## config.mk

```make
export PLATFORM = sky130hd
export DESIGN_NAME = wb_retire_unit
export DESIGN_NICKNAME = d
export VERILOG_FILES = /design/src/rtl/basicparams.sv /design/src/rtl/retire_trace_fifo.sv /design/src/rtl/wb_retire_unit.sv
export SDC_FILE = /design/constraint.sdc
export NUM_CORES = 2
export LEC_CHECK = 0
export ABC_CLOCK_PERIOD_IN_PS = 17950
export CAP_MARGIN = 25
export CORE_AREA = 2 2 572 574
export DETAILED_ROUTE_END_ITERATION = 8
export DIE_AREA = 0 0 574 576
export DONT_BUFFER_PORTS = 1
export GPL_TIMING_DRIVEN = 0
export SLEW_MARGIN = 0
export SYNTH_ARGS = -nofsm -noshare
export SYNTH_HDL_FRONTEND = slang
export SYNTH_SLANG_ARGS = --single-unit
export TNS_END_PERCENT = 50
```

## constraint.sdc

```tcl
create_clock -name i_clk -period 17.95 [get_ports i_clk]
set_input_delay 1.795 -clock i_clk [delete_from_list [all_inputs] [get_ports i_clk]]
set_output_delay 1.795 -clock i_clk [all_outputs]
set_load 0.02 [all_outputs]
```

## src/rtl/basicparams.sv

```systemverilog
// basicparams: shared widths, types and the retire trace record
package basicparams;
   localparam int XLEN = 32;
   localparam int IID_W = 8;
   typedef logic [XLEN-1:0]  Addr;
   typedef logic [31:0]      Inst;
   typedef logic [IID_W-1:0] IId;
   typedef logic [XLEN-1:0]  UIntX;
   typedef logic [4:0]       UInt5;
   localparam IId  IID_X    = '1;
   localparam Addr ADDR_MAX = '1;
   typedef struct packed {
      Addr  pc;
      IId   inst_id;
      logic wen;
      UInt5 reg_addr;
      UIntX wdata;
   } retire_trace_t;
endpackage

```

## src/rtl/retire_trace_fifo.sv

```systemverilog
// retire_trace_fifo: multi-push single-pop valid/ready FIFO of retire trace records
module retire_trace_fifo
   import basicparams::*;
#(
   parameter int DEPTH = 8,
   parameter int NPUSH = 2,
   localparam int AW = $clog2(DEPTH),
   localparam int PW = AW + 1
) (
   input  logic                      i_clk,
   input  logic                      i_rst_n,
   input  logic [NPUSH-1:0]          i_push,
   input  retire_trace_t [NPUSH-1:0] i_data,
   output logic [PW-1:0]             o_free,
   output logic                      o_valid,
   input  logic                      i_ready,
   output retire_trace_t             o_head
);
   retire_trace_t           r_mem [DEPTH];
   logic [PW-1:0]           r_wr, r_rd, w_used, w_cnt;
   logic [NPUSH-1:0][AW-1:0] w_idx;
   logic                    w_pop;
   assign w_used  = r_wr - r_rd;
   assign o_free  = PW'(DEPTH) - w_used;
   assign o_valid = w_used != '0;
   assign w_pop   = o_valid & i_ready;
   assign o_head  = r_mem[r_rd[AW-1:0]];
   // each pushing lane lands after the lower-index pushing lanes
   always_comb begin
      w_cnt = '0;
      w_idx = '0;
      for (int i = 0; i < NPUSH; i++) begin
         w_idx[i] = AW'(r_wr + w_cnt);
         w_cnt    = w_cnt + PW'(i_push[i]);
      end
   end
   // storage writes; contents are meaningless outside the pointer window
   always_ff @(posedge i_clk) begin
      for (int i = 0; i < NPUSH; i++)
         if (i_push[i]) r_mem[w_idx[i]] <= i_data[i];
   end
   // pointers carry one extra bit so full and empty are distinguishable
   always_ff @(posedge i_clk) begin
      if (!i_rst_n) begin
         r_wr <= '0;
         r_rd <= '0;
      end else begin
         r_wr <= r_wr + w_cnt;
         if (w_pop) r_rd <= r_rd + 1'b1;
      end
   end
endmodule

```

## src/rtl/wb_retire_unit.sv

```systemverilog
// wb_retire_unit: multi-lane write-back, retire counters, run-stop and retire trace
module wb_retire_unit
   import basicparams::*;
#(
   parameter int   NLANES      = 2,
   parameter int   TRACE_DEPTH = 8,
   parameter UIntX INIT_SP     = 32'h00007500
) (
   input  logic                              i_clk,
   input  logic                              i_rst_n,
   input  logic [NLANES-1:0]                 i_valid,
   input  logic [NLANES-1:0][XLEN-1:0]       i_pc,
   input  logic [NLANES-1:0][IID_W-1:0]      i_inst_id,
   input  logic [NLANES-1:0]                 i_rf_wen,
   input  logic [NLANES-1:0][4:0]            i_reg_addr,
   input  logic [NLANES-1:0][XLEN-1:0]       i_wdata,
   input  logic [63:0]                       i_stop_at,
   output logic [31:0][XLEN-1:0]             o_regfile,
   output logic [63:0]                       o_inst_count,
   output logic [63:0]                       o_clock_count,
   output logic                              o_stop,
   output logic                              o_trace_valid,
   input  logic                              i_trace_ready,
   output logic [XLEN-1:0]                   o_trace_pc,
   output logic [IID_W-1:0]                  o_trace_inst_id,
   output logic                              o_trace_wen,
   output logic [4:0]                        o_trace_reg_addr,
   output logic [XLEN-1:0]                   o_trace_wdata,
   output logic [31:0]                       o_trace_drops
);
   localparam int PW = $clog2(TRACE_DEPTH) + 1;
   logic [NLANES-1:0]         w_eff, w_push;
   logic [PW-1:0]             w_free, w_cnt;
   logic [63:0]               w_inst_next;
   logic                      w_accept;
   logic [32:0]               w_drop_sum;
   retire_trace_t [NLANES-1:0] w_entry;
   retire_trace_t             w_head;
   logic [31:0][XLEN-1:0]     r_rf;
   logic [63:0]               r_inst, r_clk;
   logic                      r_stop;
   logic [31:0]               r_drops;
   assign w_eff       = i_valid & {NLANES{~r_stop}};
   assign w_inst_next = r_inst + 64'(w_cnt);
   assign w_accept    = w_cnt <= w_free;
   assign w_push      = w_eff & {NLANES{w_accept}};
   assign w_drop_sum  = {1'b0, r_drops} + 33'(w_cnt);
   // count effective lanes and build their trace records
   always_comb begin
      w_cnt = '0;
      for (int i = 0; i < NLANES; i++) begin
         w_cnt      = w_cnt + PW'(w_eff[i]);
         w_entry[i] = {i_pc[i], i_inst_id[i], i_rf_wen[i], i_reg_addr[i], i_wdata[i]};
      end
   end
   // regfile merge: ascending lane order lets the youngest lane win a collision
   always_ff @(posedge i_clk) begin
      if (!i_rst_n) begin
         for (int r = 0; r < 32; r++) r_rf[r] <= (r == 2) ? INIT_SP : (r == 0) ? '0 : '1;
      end else begin
         for (int i = 0; i < NLANES; i++)
            if (w_eff[i] && i_rf_wen[i] && i_reg_addr[i] != '0) r_rf[i_reg_addr[i]] <= i_wdata[i];
      end
   end
   // retire/clock counters, sticky stop and saturating drop count
   always_ff @(posedge i_clk) begin
      if (!i_rst_n) begin
         r_inst  <= '0;
         r_clk   <= '0;
         r_stop  <= 1'b0;
         r_drops <= '0;
      end else begin
         r_clk  <= r_clk + 64'd1;
         r_inst <= w_inst_next;
         if (i_stop_at != '0 && w_inst_next >= i_stop_at) r_stop <= 1'b1;
         if (!w_accept) r_drops <= w_drop_sum[32] ? '1 : w_drop_sum[31:0];
      end
   end
   retire_trace_fifo #(.DEPTH(TRACE_DEPTH), .NPUSH(NLANES)) u_fifo (
      .i_clk   (i_clk),
      .i_rst_n (i_rst_n),
      .i_push  (w_push),
      .i_data  (w_entry),
      .o_free  (w_free),
      .o_valid (o_trace_valid),
      .i_ready (i_trace_ready),
      .o_head  (w_head)
   );
   assign o_regfile        = r_rf;
   assign o_inst_count     = r_inst;
   assign o_clock_count    = r_clk;
   assign o_stop           = r_stop;
   assign o_trace_drops    = r_drops;
   assign o_trace_pc       = w_head.pc;
   assign o_trace_inst_id  = w_head.inst_id;
   assign o_trace_wen      = w_head.wen;
   assign o_trace_reg_addr = w_head.reg_addr;
   assign o_trace_wdata    = w_head.wdata;
endmodule

```

# Word-level counts from Yosys, hierarchy flattened
# Memory sizes are Yosys's and may differ from the RTL's. A register that Yosys moved wholly into a read port is not among the register bits.
# Cells that the tools add are included.
# classes
bitwise_logic,4
shift,0
n_reduce_logical,11
add_sub_neg,10
n_mux,16
n_lt_le_gt_ge,6
n_mul,0
n_div,0
n_eq_ne,0
# op_table
cell,count
1024-bit 2-to-1 mux,3
1024-bit bitwise mux,2
32-bit demux with 5-bit select,2
32-bit 2-to-1 mux,3
"64-bit by 1-bit adder with 64-bit output, second input constant",1
64-bit by 4-bit adder with 64-bit output,1
64-bit >= comparator,1
64-bit nonzero test,1
32-bit by 4-bit adder with 33-bit output,1
"5-bit by 6-bit < comparator with 1-bit output, second input constant",2
"5-bit by 1-bit >= comparator with 1-bit output, second input constant",2
5-bit nonzero test,2
1-bit logical AND,7
3-bit 2-to-1 mux,2
1-bit by 1-bit adder with 2-bit output,2
"4-bit by 1-bit adder with 4-bit output, second input constant",1
4-bit by 2-bit adder with 4-bit output,1
2-bit bitwise AND,2
4-bit less-or-equal comparator,1
1-bit 2-to-1 mux,4
4-bit nonzero test,1
4-bit subtractor,1
"4-bit subtractor, first input constant",1
3-bit by 1-bit adder with 3-bit output,1
other kinds (2),2
# totals
latch_bits,0
wordCells,86
mem_count,1
ram_bits,624
inputBits,225
out_inout_bits,1264
rom_bits,0
regBits,1193
# mem_list
memory,words,word_bits,read_ports,rd_clocked_by_memory_dff,write_ports,line,text
u_fifo.r_mem,8,78,1,1,2,retire_trace_fifo.sv:19,retire_trace_t r_mem [DEPTH];

# Depth between registers and ports, before layout
# logic_depth
word_depth,9
mapped_depth,19
mapped_depth_nobuf,18

# Modules after synthesis
# From an unflattened synthesis, not the netlist that was laid out.
# unflattened
hier_cells,9272
area_unflattened_um2,87495.2
# by_module_without_submodules
module,area_each_um2,seq_area_each_um2,instances,cells_each
wb_retire_unit,55904.9,23722.8,1,7584
retire_trace_fifo,31590.3,18958.2,1,1688

# Worst setup path before layout
# No wires, ideal clock.
# synth_path
kind,input to register
start,input port i_valid[0]
end,memory u_fifo.r_mem[0][0] (netlist name) (enable)
n_path_buf,1
arrival_ns,11.109
setup_time_ns,0.726
stages,10
slack_ns,6.115
t_required_ns,17.224
cell_sequence,buf_2 -> xor2_1 -> nor2b_1 -> inv_1 -> ha_1 -> o21ai_0 -> and3_1 -> nand2_1 -> nand2_1 -> o41ai_1
# synth_rtl
item,line,text
from (decl),wb_retire_unit.sv:11,"input logic [NLANES-1:0] i_valid,"
to (decl),retire_trace_fifo.sv:19,

==> results.yml <==
floorplan:
  rows: 210
  coreArea_um2: 325000
  die-area_um2: 331000
  die_y_um: 576
  die_w_um: 574
  start_util_pct: 26.6
  io_pins: 1489
worst_setup_path:
  criticalPathCategory: "input port to register"
  arrival_ns: 8.15
  crit_required_ns: 18.58
  rrSetupSlack_ns: 10.78
  r2r-start: "u_fifo.r_wr[0]"
  startpoint: "i_valid[0]"
  start_kind: "input port"
  rr_endpoint: "u_fifo.r_mem[0][24]"
  cp-end-kind: "register"
  crit_path_max_fanout: 10
  ff2ff_path_depth: 24
worst_hold_path:
  hp-class: "register to register"
  worstHoldStart: "u_fifo.r_wr[3]"
  holdPathStages: 2
  whs_endpoint: "u_fifo.r_wr[3]"
sta:
  worst_pin_slew_ns: 1.24
  finalCritPeriodShare_pct: 41.9
  setup_violations: 0
  rsz0062_at_grt: "false"
  slew_violations: 0
  finalHoldViolCount: 0
  fmax_mhz: 133
  whs_ns: 0.533
  relSlewSlack_pct: 17.7
  fin_skew_ns: 0.0704
  fin_crit_ns: 7.52
cts:
  cts_resized: 0
  htree_levels: 4
  cts.clk_slew.worst_paths_ns: 0.06
  cts_sinks: 1820
  hold_buffers: 0
  clock_latency_ns: 0.96
  cts_root_buf: "clkbuf_16"
  numCtsBuffers: 214
  max-clock-path-buffers: 4
  cts_tree: "yes"
  cts_setup_buffers: 0
synthesis:
  yosysWarnings: 0
  synth_area_per_cell_um2: 9.07
  async_reset_ff_share_pct: 0
  synthesis.nets: 9852
  synth_top_area_cell: "dfxtp_1"
  synth_area_leaders: "dfxtp_1 (28%), edfxtp_1 (22%), nand2_1 (10%)"
  yosysSeqAreaShare_pct: 49.3
  netlist_area_um2: 86600
  ys_types: 71
  synth_edf_count: 624
  synthesis.instances: 9547
  ys.flop_type: "dfxtp_1"
  yosys.area.top_type_share_pct: 27.6
  synth-seq-cells: 1820
power_and_ir_drop:
  switching_share_pct: 32.9
  power_frac_seq_pct: 38.7
  switchingPower_uw: 4280
  pwr-share-comb_pct: 25.3
  p_clk_share_pct: 36.0
  power_density_nw_per_um2: 126
  ir_drop_mv: 0.0987
  p_leak_uw: 0.0415
  p_int_uw: 8740
global_route:
  grt-ovfl-total: 0
  grt_max_degree: 23
  grt_pass1_vias: 71800
  antenna_found_initial: 75
  track_usage_pct: 32.0
  grt_pass1_wl_um: 711000
drt:
  drt_iter0_markers: 9970
  vias_per_cell: 5.46
  drtPass1Iterations: 8
  antenna_left: 0
  route.met2.wl_um: 239000
  avgRoutedWirePerCell_um: 38.0
  dr.max_layer_used: "met5"
  drt_wl_total_um: 554000
  wl_met1_um: 193000
  num_vias: 79700
  drc_errors: 0
  route.met3.wl_um: 76800
layout:
  final_common_cell: "nand2_1"
  finish.utilization_pct: 31.8
  final_nets: 10300
  final_cell_mix: "nand2_1 (2,327), dfxtp_1 (1,196), o21ai_0 (989), clkbuf_1 (743), mux2_2 (702)"
  area_growth_pct: 19.2
  layout-drive-gt1-share_pct: 15.8
placed_design:
  hpwl_um: 434000
  port_buffers: 0
  routabilityCongestion: 0.984
outcome:
  status: "completed"
run:
  maxCapViolCount: 0
cell families (layout without fill, tap and decap cells):
logic type,after synthesis,count (layout),synth area share [%]
and+or+nand+nor,4400,4400,22.4
DFF,1820,1820,49.3
AOI/OAI and AO/OA,1209,1209,7.55
buffers and inverters,996,1597,4.42
muxes,891,891,13.6
xor gates and xnor gates,149,149,1.55
adders and majority gates,82,82,1.20
other,0,98,0
metrics by stage:
stage,setup TNS (ns),instance area [um^2],total power (uW),setup slack (ns),instances
4_1_cts,0,103000,13000,10.53,14500
5_1_grt,0,103000,13300,10.27,14500
3_5_place_dp,0,95400,8350,9.56,14100
2_1_floorplan,0,86600,6990,6.11,9547
3_3_place_gp,-283.44,92100,8300,-3.65,13900
6_report,0,103000,13000,10.43,14600
per-layer routing:
metal	global-route usage, %	vias to the layer above
met5	0	-
met3	14.8	1403
li1	-	33700
met1	35.6	39000
met2	49.0	5550
met4	21.3	16
power groups by stage:
stage | Combinational, uW | Sequential, uW | Clock, uW
6_report | 3300 | 5030 | 4690
2_1_floorplan | 1850 | 5140 | 0
3_3_place_gp | 2950 | 5350 | 0
3_5_place_dp | 3240 | 5120 | 0
4_1_cts | 3250 | 5030 | 4700
5_1_grt | 3410 | 5060 | 4850
how the worst max path moves through the flow:
stage / end / slack, ns / cells after the start
after floorplan: u_fifo.r_mem[0][0] / 6.11 / 10
after global placement: u_fifo.r_mem[0][25] / -3.65 / 10
after detailed placement: u_fifo.r_mem[0][24] / 9.56 / 23
after CTS: u_fifo.r_mem[0][23] / 10.53 / 23
after global routing: u_fifo.r_mem[0][24] / 10.27 / 23
final: u_fifo.r_mem[0][24] / 10.43 / 23
registers in the layout, indices dropped and copies added, names as in the netlist, named ones only:
register	count
o_regfile	1024
o_inst_count	64
o_trace_drops	32
u_fifo.r_mem	624
u_fifo.r_wr	4
o_clock_count	64
u_fifo.r_rd	4
o_stop	1
area by class of cell:
class | count | area, um^2
fill | 34000 | 222000
sequential | 1820 | 42700
multi-input combinational | 6731 | 40300
clock buffer | 285 | 5980
tap | 4346 | 5440
buffer | 908 | 3630
timing repair buffer | 203 | 3390
clock inverter | 113 | 1340
inverter | 88 | 330
antenna | 98 | 245
Yosys cell counts (3+ instances only):
master    number
nand2b_1      11
o21bai_1       6
buf_1         55
and3b_1        3
a41o_1         3
clkbuf_1     800
a211oi_1     128
inv_1         87
o211ai_1       4
nand2_1     2327
o21ai_1        5
buf_2         43
or3_1         11
or2_2          9
and3_1       455
and4_1        18
o21ai_0      989
xor2_1        81
mux2_2       702
o311a_1        3
a21o_1        14
nor2_1       680
a31oi_1        6
dfxtp_1     1196
nor4_1        25
nor3b_1        7
nand4_1       57
xnor2_1       65
nand3_1      529
nor2b_1      104
or4_1          3
edfxtp_1     624
mux2i_1       33
o31ai_1        6
ha_1          78
mux4_2       156
buf_4          8
and2_1       110
a21oi_1       32
nor3_1        35
worst max-delay path, stage by stage:
cell      delay [ns]
buf_2           0.28
xor2_1          0.16
nor2b_1         0.47
inv_1           0.10
ha_1            0.30
o31ai_1         0.25
and3_1          0.27
nand2_1         0.25
nand2_1         0.43
inv_1           0.09
ha_1            0.21
ha_1            0.38
a211oi_2        0.46
nand2_1         0.61
buf_2           0.44
buf_4           0.25
o41ai_2         0.16
buf_4           0.29
buf_4           0.19
buf_4           0.20
buf_4           0.19
buf_6           0.15
buf_4           0.18
Power figures use the tool's default switching activity.
